File: src/rtl/trigger_cascade_rx_if.sv
// Cascade trigger receiver bus: register configuration and trigger line in,
// filtered trigger and readback counters out.
interface trigger_cascade_rx_if #(
  parameter int FILT_W = 8,
  parameter int HOLD_W = 16,
  parameter int CNT_W  = 32
);
  logic              reg_slave_device;
  logic [FILT_W-1:0] reg_filt_cycles;
  logic [HOLD_W-1:0] reg_holdoff_cycles;
  logic              reg_cnt_clr;
  logic              trigger_from_master;
  logic              trigger_pulse;
  logic              trigger_level;
  logic              holdoff_busy;
  logic [CNT_W-1:0]  trigger_cnt;
  logic [CNT_W-1:0]  trigger_drop_cnt;

  modport master (
    output reg_slave_device, reg_filt_cycles, reg_holdoff_cycles, reg_cnt_clr,
           trigger_from_master,
    input  trigger_pulse, trigger_level, holdoff_busy, trigger_cnt, trigger_drop_cnt
  );

  modport slave (
    input  reg_slave_device, reg_filt_cycles, reg_holdoff_cycles, reg_cnt_clr,
           trigger_from_master,
    output trigger_pulse, trigger_level, holdoff_busy, trigger_cnt, trigger_drop_cnt
  );
endinterface

File: src/rtl/trigger_cascade_rx.sv
// Cascade slave trigger receiver: synchroniser, glitch filter, holdoff and
// accepted/dropped trigger counters.
//
//   state   | meaning
//   --------+--------------------------------------------------
//   LOW     | filtered level 0, line stable low
//   RISE_Q  | line high, counting cycles towards a rising edge
//   HIGH    | filtered level 1, line stable high
//   FALL_Q  | line low, counting cycles towards a falling edge
module trigger_cascade_rx #(
  parameter int SYNC_STAGES = 2,
  parameter int FILT_W      = 8,
  parameter int HOLD_W      = 16,
  parameter int CNT_W       = 32
) (
  input  logic clk,
  input  logic rst_n,
  trigger_cascade_rx_if.slave bus
);

  typedef enum logic [1:0] {ST_LOW, ST_RISE_Q, ST_HIGH, ST_FALL_Q} state_t;

  state_t                 state;
  logic [SYNC_STAGES-1:0] sync_q;
  logic                   s;
  logic [FILT_W-1:0]      fc;
  logic [FILT_W:0]        fc_next;
  logic [FILT_W:0]        n_eff;
  logic                   qual;
  logic                   rise;
  logic                   accept;
  logic                   drop;
  logic [HOLD_W-1:0]      holdoff;
  logic [CNT_W-1:0]       cnt_q;
  logic [CNT_W-1:0]       drop_q;
  logic [CNT_W-1:0]       cnt_base;
  logic [CNT_W-1:0]       drop_base;
  logic                   pulse_q;
  logic                   level_q;

  assign s = sync_q[SYNC_STAGES-1];

  always_ff @(posedge clk or negedge rst_n) begin
    if (!rst_n) sync_q <= '0;
    else        sync_q <= {sync_q[SYNC_STAGES-2:0], bus.trigger_from_master};
  end

  // fc is always 0 in LOW/HIGH, so fc_next counts the current sample too;
  // with N=1 the stable states qualify on the first differing sample.
  assign n_eff   = (bus.reg_filt_cycles == '0) ? {{FILT_W{1'b0}}, 1'b1}
                                               : {1'b0, bus.reg_filt_cycles};
  assign fc_next = {1'b0, fc} + {{FILT_W{1'b0}}, 1'b1};
  assign qual    = (fc_next >= n_eff);

  assign rise   = bus.reg_slave_device && s && qual &&
                  ((state == ST_LOW) || (state == ST_RISE_Q));
  assign accept = rise && (holdoff == '0);
  assign drop   = rise && (holdoff != '0);

  // Clear takes effect first; a same-cycle event then counts from zero.
  assign cnt_base  = bus.reg_cnt_clr ? '0 : cnt_q;
  assign drop_base = bus.reg_cnt_clr ? '0 : drop_q;

  always_ff @(posedge clk or negedge rst_n) begin
    if (!rst_n) begin
      state   <= ST_LOW;
      fc      <= '0;
      holdoff <= '0;
      cnt_q   <= '0;
      drop_q  <= '0;
      pulse_q <= 1'b0;
      level_q <= 1'b0;
    end else begin
      pulse_q <= accept;
      cnt_q   <= cnt_base + {{(CNT_W-1){1'b0}}, accept};
      if (drop && !(&drop_base)) drop_q <= drop_base + {{(CNT_W-1){1'b0}}, 1'b1};
      else                       drop_q <= drop_base;

      if (!bus.reg_slave_device) begin
        state   <= s ? ST_HIGH : ST_LOW;
        level_q <= s;
        fc      <= '0;
        holdoff <= '0;
      end else begin
        if (accept)              holdoff <= bus.reg_holdoff_cycles;
        else if (holdoff != '0)  holdoff <= holdoff - {{(HOLD_W-1){1'b0}}, 1'b1};

        case (state)
          ST_LOW: begin
            if (s) begin
              if (qual) begin
                state   <= ST_HIGH;
                level_q <= 1'b1;
                fc      <= '0;
              end else begin
                state <= ST_RISE_Q;
                fc    <= fc_next[FILT_W-1:0];
              end
            end
          end
          ST_RISE_Q: begin
            if (!s) begin
              state <= ST_LOW;
              fc    <= '0;
            end else if (qual) begin
              state   <= ST_HIGH;
              level_q <= 1'b1;
              fc      <= '0;
            end else begin
              fc <= fc_next[FILT_W-1:0];
            end
          end
          ST_HIGH: begin
            if (!s) begin
              if (qual) begin
                state   <= ST_LOW;
                level_q <= 1'b0;
                fc      <= '0;
              end else begin
                state <= ST_FALL_Q;
                fc    <= fc_next[FILT_W-1:0];
              end
            end
          end
          default: begin
            if (s) begin
              state <= ST_HIGH;
              fc    <= '0;
            end else if (qual) begin
              state   <= ST_LOW;
              level_q <= 1'b0;
              fc      <= '0;
            end else begin
              fc <= fc_next[FILT_W-1:0];
            end
          end
        endcase
      end
    end
  end

  assign bus.trigger_pulse    = pulse_q;
  assign bus.trigger_level    = level_q;
  assign bus.holdoff_busy     = (holdoff != '0);
  assign bus.trigger_cnt      = cnt_q;
  assign bus.trigger_drop_cnt = drop_q;

endmodule

File: src/flat_wrapper.sv
// flat-port wrapper written by rule: the top's interface ports become plain ports
module trigger_cascade_rx_flat 
#(
  parameter int SYNC_STAGES = 2,
  parameter int FILT_W      = 8,
  parameter int HOLD_W      = 16,
  parameter int CNT_W       = 32
)
  (clk, rst_n, bus_reg_slave_device, bus_reg_filt_cycles, bus_reg_holdoff_cycles, bus_reg_cnt_clr, bus_trigger_from_master, bus_trigger_pulse, bus_trigger_level, bus_holdoff_busy, bus_trigger_cnt, bus_trigger_drop_cnt);
  trigger_cascade_rx_if #(.FILT_W(FILT_W), .HOLD_W(HOLD_W), .CNT_W(CNT_W)) bus_i ();
  input  logic clk;
  input  logic rst_n;
  input wire logic [$bits(bus_i.reg_slave_device)-1:0] bus_reg_slave_device;
  input wire logic [$bits(bus_i.reg_filt_cycles)-1:0] bus_reg_filt_cycles;
  input wire logic [$bits(bus_i.reg_holdoff_cycles)-1:0] bus_reg_holdoff_cycles;
  input wire logic [$bits(bus_i.reg_cnt_clr)-1:0] bus_reg_cnt_clr;
  input wire logic [$bits(bus_i.trigger_from_master)-1:0] bus_trigger_from_master;
  output wire logic [$bits(bus_i.trigger_pulse)-1:0] bus_trigger_pulse;
  output wire logic [$bits(bus_i.trigger_level)-1:0] bus_trigger_level;
  output wire logic [$bits(bus_i.holdoff_busy)-1:0] bus_holdoff_busy;
  output wire logic [$bits(bus_i.trigger_cnt)-1:0] bus_trigger_cnt;
  output wire logic [$bits(bus_i.trigger_drop_cnt)-1:0] bus_trigger_drop_cnt;
  assign bus_i.reg_slave_device = bus_reg_slave_device;
  assign bus_i.reg_filt_cycles = bus_reg_filt_cycles;
  assign bus_i.reg_holdoff_cycles = bus_reg_holdoff_cycles;
  assign bus_i.reg_cnt_clr = bus_reg_cnt_clr;
  assign bus_i.trigger_from_master = bus_trigger_from_master;
  assign bus_trigger_pulse = bus_i.trigger_pulse;
  assign bus_trigger_level = bus_i.trigger_level;
  assign bus_holdoff_busy = bus_i.holdoff_busy;
  assign bus_trigger_cnt = bus_i.trigger_cnt;
  assign bus_trigger_drop_cnt = bus_i.trigger_drop_cnt;
  trigger_cascade_rx #(.SYNC_STAGES(SYNC_STAGES), .FILT_W(FILT_W), .HOLD_W(HOLD_W), .CNT_W(CNT_W)) u_core (.clk(clk), .rst_n(rst_n), .bus(bus_i));
endmodule
File: config.mk
export PLATFORM = sky130hd
export DESIGN_NAME = trigger_cascade_rx_flat
export DESIGN_NICKNAME = d
export VERILOG_FILES = /design/src/rtl/trigger_cascade_rx_if.sv /design/src/rtl/trigger_cascade_rx.sv /design/src/flat_wrapper.sv
export SDC_FILE = /design/constraint.sdc
export NUM_CORES = 1
export LEC_CHECK = 0
export ABC_AREA = 1
export BUFFER_PORTS_ARGS = -buffer_cell sky130_fd_sc_hd__buf_2
export CAP_MARGIN = 20
export CELL_PAD_IN_SITES_DETAIL_PLACEMENT = 0
export CELL_PAD_IN_SITES_GLOBAL_PLACEMENT = 2
export CORE_ASPECT_RATIO = 1.5
export CORE_MARGIN = 1.5
export CORE_UTILIZATION = 32
export CTS_CLUSTER_SIZE = 24
export DETAILED_ROUTE_END_ITERATION = 6
export GPL_ROUTABILITY_DRIVEN = 0
export PLACE_DENSITY_LB_ADDON = 0.2
export SKIP_LAST_GASP = 1
export SLEW_MARGIN = 40
export SYNTH_ARGS = -nofsm -noshare
export SYNTH_HDL_FRONTEND = slang
export SYNTH_SLANG_ARGS = --single-unit
export TNS_END_PERCENT = 10
File: constraint.sdc
create_clock -name clk -period 4.59 [get_ports clk]
set_input_delay 0.2295 -clock clk [delete_from_list [all_inputs] [get_ports clk]]
set_output_delay 0.2295 -clock clk [all_outputs]
set_load 0.1 [all_outputs]
==> Yosys cells after proc, flatten, opt, wreduce, memory -nomap -nowiden <==
Index checks and enable logic that the tools add are counted.
{ "totals": {"ff_bits": 94, "wordCells": 72} }
{ "op_classes": {"addsub": 4, "n_lt_le_gt_ge": 1, "eq_ne": 11, "n_mux": 31, "reduce_logical": 17} }
{ "ops": {"columns": ["operator", "n"], "rows": [
  ["2-to-1 mux 32 bit", 3],
  ["2-to-1 mux 8 bit", 7],
  ["2-to-1 mux 16 bit", 3],
  ["adder 32 x 1 -> 32 bit", 1],
  ["adder 32 x 1 -> 32 bit (second input constant)", 1],
  ["AND reduction 32 bit", 1],
  ["one-hot mux 8 bit (3 select lines)", 1],
  ["2-to-1 mux 2 bit", 10],
  ["zero test 16 bit", 1],
  ["nonzero test 16 bit", 1],
  ["subtractor 16 x 1 -> 16 bit (second input constant)", 1],
  ["adder 8 x 1 -> 9 bit (second input constant)", 1],
  ["greater-or-equal comparator 9 bit", 1],
  ["!= test 3 x 2 -> 1 bit (second input constant)", 3],
  ["!= test 3 bit (second input constant)", 3],
  ["zero test 8 bit", 1],
  ["AND reduction 4 bit", 2],
  ["logical AND 1 bit", 6],
  ["2-to-1 mux 1 bit", 6],
  ["one-hot mux 2 bit (3 select lines)", 1],
  ["!= test 5 x 1 -> 1 bit (second input constant)", 1],
  ["!= test 4 bit (second input constant)", 1],
  ["!= test 3 x 1 -> 1 bit (second input constant)", 1],
  ["== test 2 x 1 -> 1 bit (second input constant)", 1],
  ["other kinds (6)", 6]
]} }

==> Logic depth before layout (Yosys ltp) <==
{ "depth": {"word_depth": 8, "depth_mapped": 26} }

==> Least setup slack after synthesis <==
No wires, ideal clock.
{ "synth_timing": {"path_type": "flip-flop to flip-flop", "startpoint": "register u_core.fc[0]", "endpoint": "register u_core.cnt_q[30] (netlist: u_core.bus.trigger_cnt[30])", "setup_ps": 126, "arrival_time_ps": 3226, "required_ps": 4464, "path_slack_ps": 1238, "stages_incl_launch_ff": 24, "n_path_buf": 1, "period_less_slack_ps": 3352, "path_cell_list": "dfrtp_1 > ha_1 > nand3_1 > xor2_1 > ha_1 > nand2_1 > nor2_1 > nand2_1 > nand3_1 > nand2_1 > nand2_1 > nand2_1 > nand2_2 > nand3_1 > buf_2 > inv_1 > ha_1 > ha_1 > nand2_2 > nor3_4 > nand3_1 > nor3_2 > nand2_1 > xor2_1"} }
{ "synth_via": {"elab_chain_cells": 6} }
{ "synth_lines": {"columns": ["item", "line", "source"], "rows": [
  ["from (decl)", "trigger_cascade_rx.sv:26", "logic [FILT_W-1:0] fc;"],
  ["from (signal assigned)", "trigger_cascade_rx.sv:97", "fc <= fc_next[FILT_W-1:0];"],
  ["from (signal assigned)", "trigger_cascade_rx.sv:110", "fc <= fc_next[FILT_W-1:0];"],
  ["from (signal assigned)", "trigger_cascade_rx.sv:121", "fc <= fc_next[FILT_W-1:0];"],
  ["adder 8 x 1 -> 9 bit", "trigger_cascade_rx.sv:52", "assign fc_next = {1'b0, fc} + {{FILT_W{1'b0}}, 1'b1};"],
  ["greater-or-equal comparator 9 bit", "trigger_cascade_rx.sv:53", "assign qual = (fc_next >= n_eff);"],
  ["logical AND 1 bit (2 in a row)", "trigger_cascade_rx.sv:55", "assign rise = bus.reg_slave_device && s && qual &&"],
  ["logical AND 1 bit", "trigger_cascade_rx.sv:57", "assign accept = rise && (holdoff == '0);"],
  ["via u_core.accept", "trigger_cascade_rx.sv:31", "logic accept;"],
  ["adder 32 x 1 -> 32 bit", "trigger_cascade_rx.sv:75", "cnt_q <= cnt_base + {{(CNT_W-1){1'b0}}, accept};"],
  ["to (signal assigned)", "trigger_cascade_rx.sv:75", null],
  ["to (decl)", "trigger_cascade_rx.sv:34", "logic [CNT_W-1:0] cnt_q;"]
]} }
The timed path passes the listed nets, and every way through them passes these cells.
A chain may end at the register's enable or synchronous reset.

==> Worst setup path after layout <==
Same ends and word-level chain as after synthesis.

==> metrics.txt <==
CTS clk-pin slew, worst paths 70 ps; fraction of the yosys area taken by sequential cells 38.1%; die boundary width around 120 µm; flop2flop setup slack between 1000 and 1500 ps; number of register bits inferred by synthesis 94; antenna violations before repair 0; capture point of the worst reg-to-reg path u_core.bus.trigger_cnt[30]; MaxCap Viol Count 0; total count of hold-check failures in the final report 0; Avg WL per Cell 14.7 µm; placeable core region 19000 µm²; maximum clock path buffer count 2; Synth Net Count between 800 and 900; clock insertion delay at the later pin of the skew report approximately 360 ps; final critical delay including setup and external delays roughly 3600 ps; Critical Path, Cell by Cell ha_1, nand3_1, xor2_1, ha_1, nand2_1, nor2_1, nand2_1, nand3_1, nand2_1, nand2_1, nand2_1, nand2_2, nand3_1, inv_1, ha_1, ha_1, nand2_2, nor3_4, nand3_1, nor3_2, nand2_1, xor2_1; number of instances in the synthesized netlist ~850; hold depth 3; layout cell share with drive strength beyond 1 17.2%; critical path startpoint category register; Post-Syn Area per Cell 7.24 µm²; family of cells with the greatest summed delay on the critical path simple AND/OR/NAND/NOR gates; Remaining Overflow, GRT 0; largest incremental delay on the critical path about 430 ps; detailed-route via count 5535; Max stage delay cell, worst path sky130_fd_sc_hd__dfrtp_1; remaining antenna violation count 0; final-stage net count between 900 and 1000; synthesized-area fraction occupied by and/or/nand/nor cells 34.8%; Die Ht 173 µm; cell depth of the worst flop-to-flop path 22; largest area contributor in the synthesized netlist sky130_fd_sc_hd__dfrtp_1; Num Clock Sinks 94; kind of end point of the critical path register; Area growth syn-to-layout 17.3%; wire length of the first global-routing pass 29700 µm; total number of placement rows 62; top flip-flop cell by instance count after synthesis sky130_fd_sc_hd__dfrtp_1; GRT Util Overall 19.1%; critical path fanouts, max 9; VDD IR-drop max 0.325 mV; leading cell types by total area after synthesis sky130_fd_sc_hd__dfrtp_1 38%, sky130_fd_sc_hd__nand2_1 14%, sky130_fd_sc_hd__xor2_1 8.2%, sky130_fd_sc_hd__nor2_1 7.7%, sky130_fd_sc_hd__inv_1 6.9%; CTS Buf Count 9; max_slew headroom 51.5%; most common cell in the synthesized netlist sky130_fd_sc_hd__nand2_1; clock tree from TritonCTS built; fraction of synthesized cell area taken by the top area cell type approximately two fifths; start of the worst register-to-register path u_core.fc[0]; total of warnings raised by yosys 0; DPL Wire Length 13500 µm; initial core utilization roughly 33%; full die area 20200 µm²; largest family of logic cells by synthesized area simple AND/OR/NAND/NOR gates; Iter 0 DRT Violations between 200 and 250; Synth async-reset ratio 100%; data required time of the critical path 4840 ps; htree depth 3; Compound-Gate Fraction of Synth Area 4.70%; post-CTS setup buffer count 0; Worst Hold End u_core.holdoff[15]; launch instance of the worst min-delay path bus_reg_holdoff_cycles[15]; number of pins exceeding their max-slew limit in the final report 0; leading cell types by count after synthesis 224 x sky130_fd_sc_hd__nand2_1, 126 x sky130_fd_sc_hd__nor2_1, 114 x sky130_fd_sc_hd__inv_1; Static Leakage 0.00373 µW; Post-Route Setup TNS 0 ps; Setup Crit Path Kind reg -> reg; Mapped Area roughly 6000 µm²; dominant cell type by count on the critical path sky130_fd_sc_hd__nand2_1; final setup violating endpoints 0; via count of the first global-routing pass 5702; Cell Pwr Density 352 nW/µm²; setup skew after layout around 9.9 ps; num ports 96; unrepaired setup endpoints after global routing false; worst path arrival time 3830 ps; multiplexer share of the synthesized area 0%; final core area utilization 38.1%; final routed wirelength across all metal layers approximately 18000 µm; Detailed Routing Iterations Pass 1 4; class of the tightest hold or removal check in -> reg; mean number of vias per cell 4.57; buffer cell driving the clock tree root sky130_fd_sc_hd__clkbuf_16; diode count 0; library cells used by synthesis 37; PortBufs 95; Post-synth EDFFs 0; DRC violations left 0; Fmax ~280 MHz; post-synthesis share of cell area spent on xor and xnor gates 10.3%; Worst Tran Pin Value 724 ps; number of buffer and inverter instances along the worst setup path 1; Final period util about four fifths; adder and majority gate portion of the synthesized area under 10%; status finished clean; largest net degree at the start of global routing 53
how the worst max path moves through the flow:
stage | from | to | slack [ps] | cells after the start
4_1_cts | u_core.fc[0] | u_core.bus.trigger_cnt[30] | 1000 | 22
5_1_grt | u_core.fc[0] | u_core.bus.trigger_cnt[30] | 590 | 22
2_1_floorplan | u_core.fc[0] | u_core.bus.trigger_cnt[30] | 1240 | 23
3_5_place_dp | u_core.fc[0] | u_core.bus.trigger_cnt[30] | 1030 | 22
6_report | u_core.fc[0] | u_core.bus.trigger_cnt[30] | 1000 | 22
3_3_place_gp | u_core.fc[0] | u_core.bus.trigger_cnt[30] | 1100 | 22
cells by family after synthesis:
| group | count (synthesis) |
|---|---|
| AND/OR/NAND/NOR | 482 |
| adder cells (fa/ha/maj) | 14 |
| XOR/XNOR | 73 |
| AO/OA/AOI/OAI | 53 |
| flip-flops | 94 |
| buffers and inverters | 137 |
what timing repair did:
item	in CTS	in global routing
gates resized for setup	0	0
hold endpoints to repair	43	0
hold buffers	2	0
worst min-delay path: stages:
cell                     delay [ps]
sky130_fd_sc_hd__buf_2           70
sky130_fd_sc_hd__nor2_1          30
sky130_fd_sc_hd__nor2_1          80
stage by stage:
stage | instance area [µm²] | hold slack, ps | power, µW | setup WS, ps | instances
2_1_floorplan | 6180 | -66.1 | 1530 | 1240 | 853
3_3_place_gp | 6900 | 275 | 1730 | 1100 | 1192
3_5_place_dp | 6900 | 278 | 1720 | 1030 | 1192
4_1_cts | 7250 | 81.8 | 2600 | 1000 | 1210
5_1_grt | 7250 | 102 | 2740 | 591 | 1210
6_report | 7250 | 93.5 | 2550 | 1000 | 1210
sequential cells by signal, indices dropped and copies added, names as in the netlist:
register / flops
u_core.bus.trigger_level: 1
u_core.holdoff: 16
u_core.bus.trigger_cnt: 32
u_core.bus.trigger_pulse: 1
u_core.state: 2
u_core.sync_q: 2
u_core.bus.trigger_drop_cnt: 32
u_core.fc: 8
cell type report:
| cell class | count | area [µm²] |
|---|---|---|
| Clock buffer | 10 | 239 |
| Timing Repair Buffer | 102 | 536 |
| Multi-Input combinational cell | 622 | 3260 |
| Fill cell | 2063 | 11800 |
| Sequential cell | 94 | 2350 |
| Clock inverter | 6 | 92.6 |
| Inverter | 120 | 453 |
| Tap cell | 256 | 320 |
cells in the final DEF (no fill, tap or decap), drive strengths merged:
master       count
dfrtp           94
o21ai           40
a21boi           1
clkinvlp         1
o32ai            1
nor3            45
o211ai           1
dlygate4sd3      2
a21oi            5
clkinv           1
o22ai            1
inv            122
a41o             1
nand4           12
nor4             5
xnor2           15
nor3b            2
o21bai           2
a31oi            1
buf            100
nand2          231
ha              14
bufinv           2
clkbuf          10
xor2            58
nor2           146
nand3           38
nand3b           3
where the power goes:
part	leakage (µW)	internal (µW)	switching (µW)
clock network	0.000161	498	357
registers	0.00129	903	63.8
logic	0.00227	233	495
total	0.00373	1630	916
layer usage:
| metal | global-route usage, % | vias to the layer above | wire [µm] |
|---|---|---|---|
| met4 | 6.71 | 0 | 301 |
| met3 | 2.84 | 18 | 609 |
| li1 | - | 2853 | - |
| met2 | 32.6 | 102 | 9120 |
| met1 | 24.1 | 2562 | 7790 |
| met5 | 0 | - | 0 |
Power figures use the tool's default switching activity.
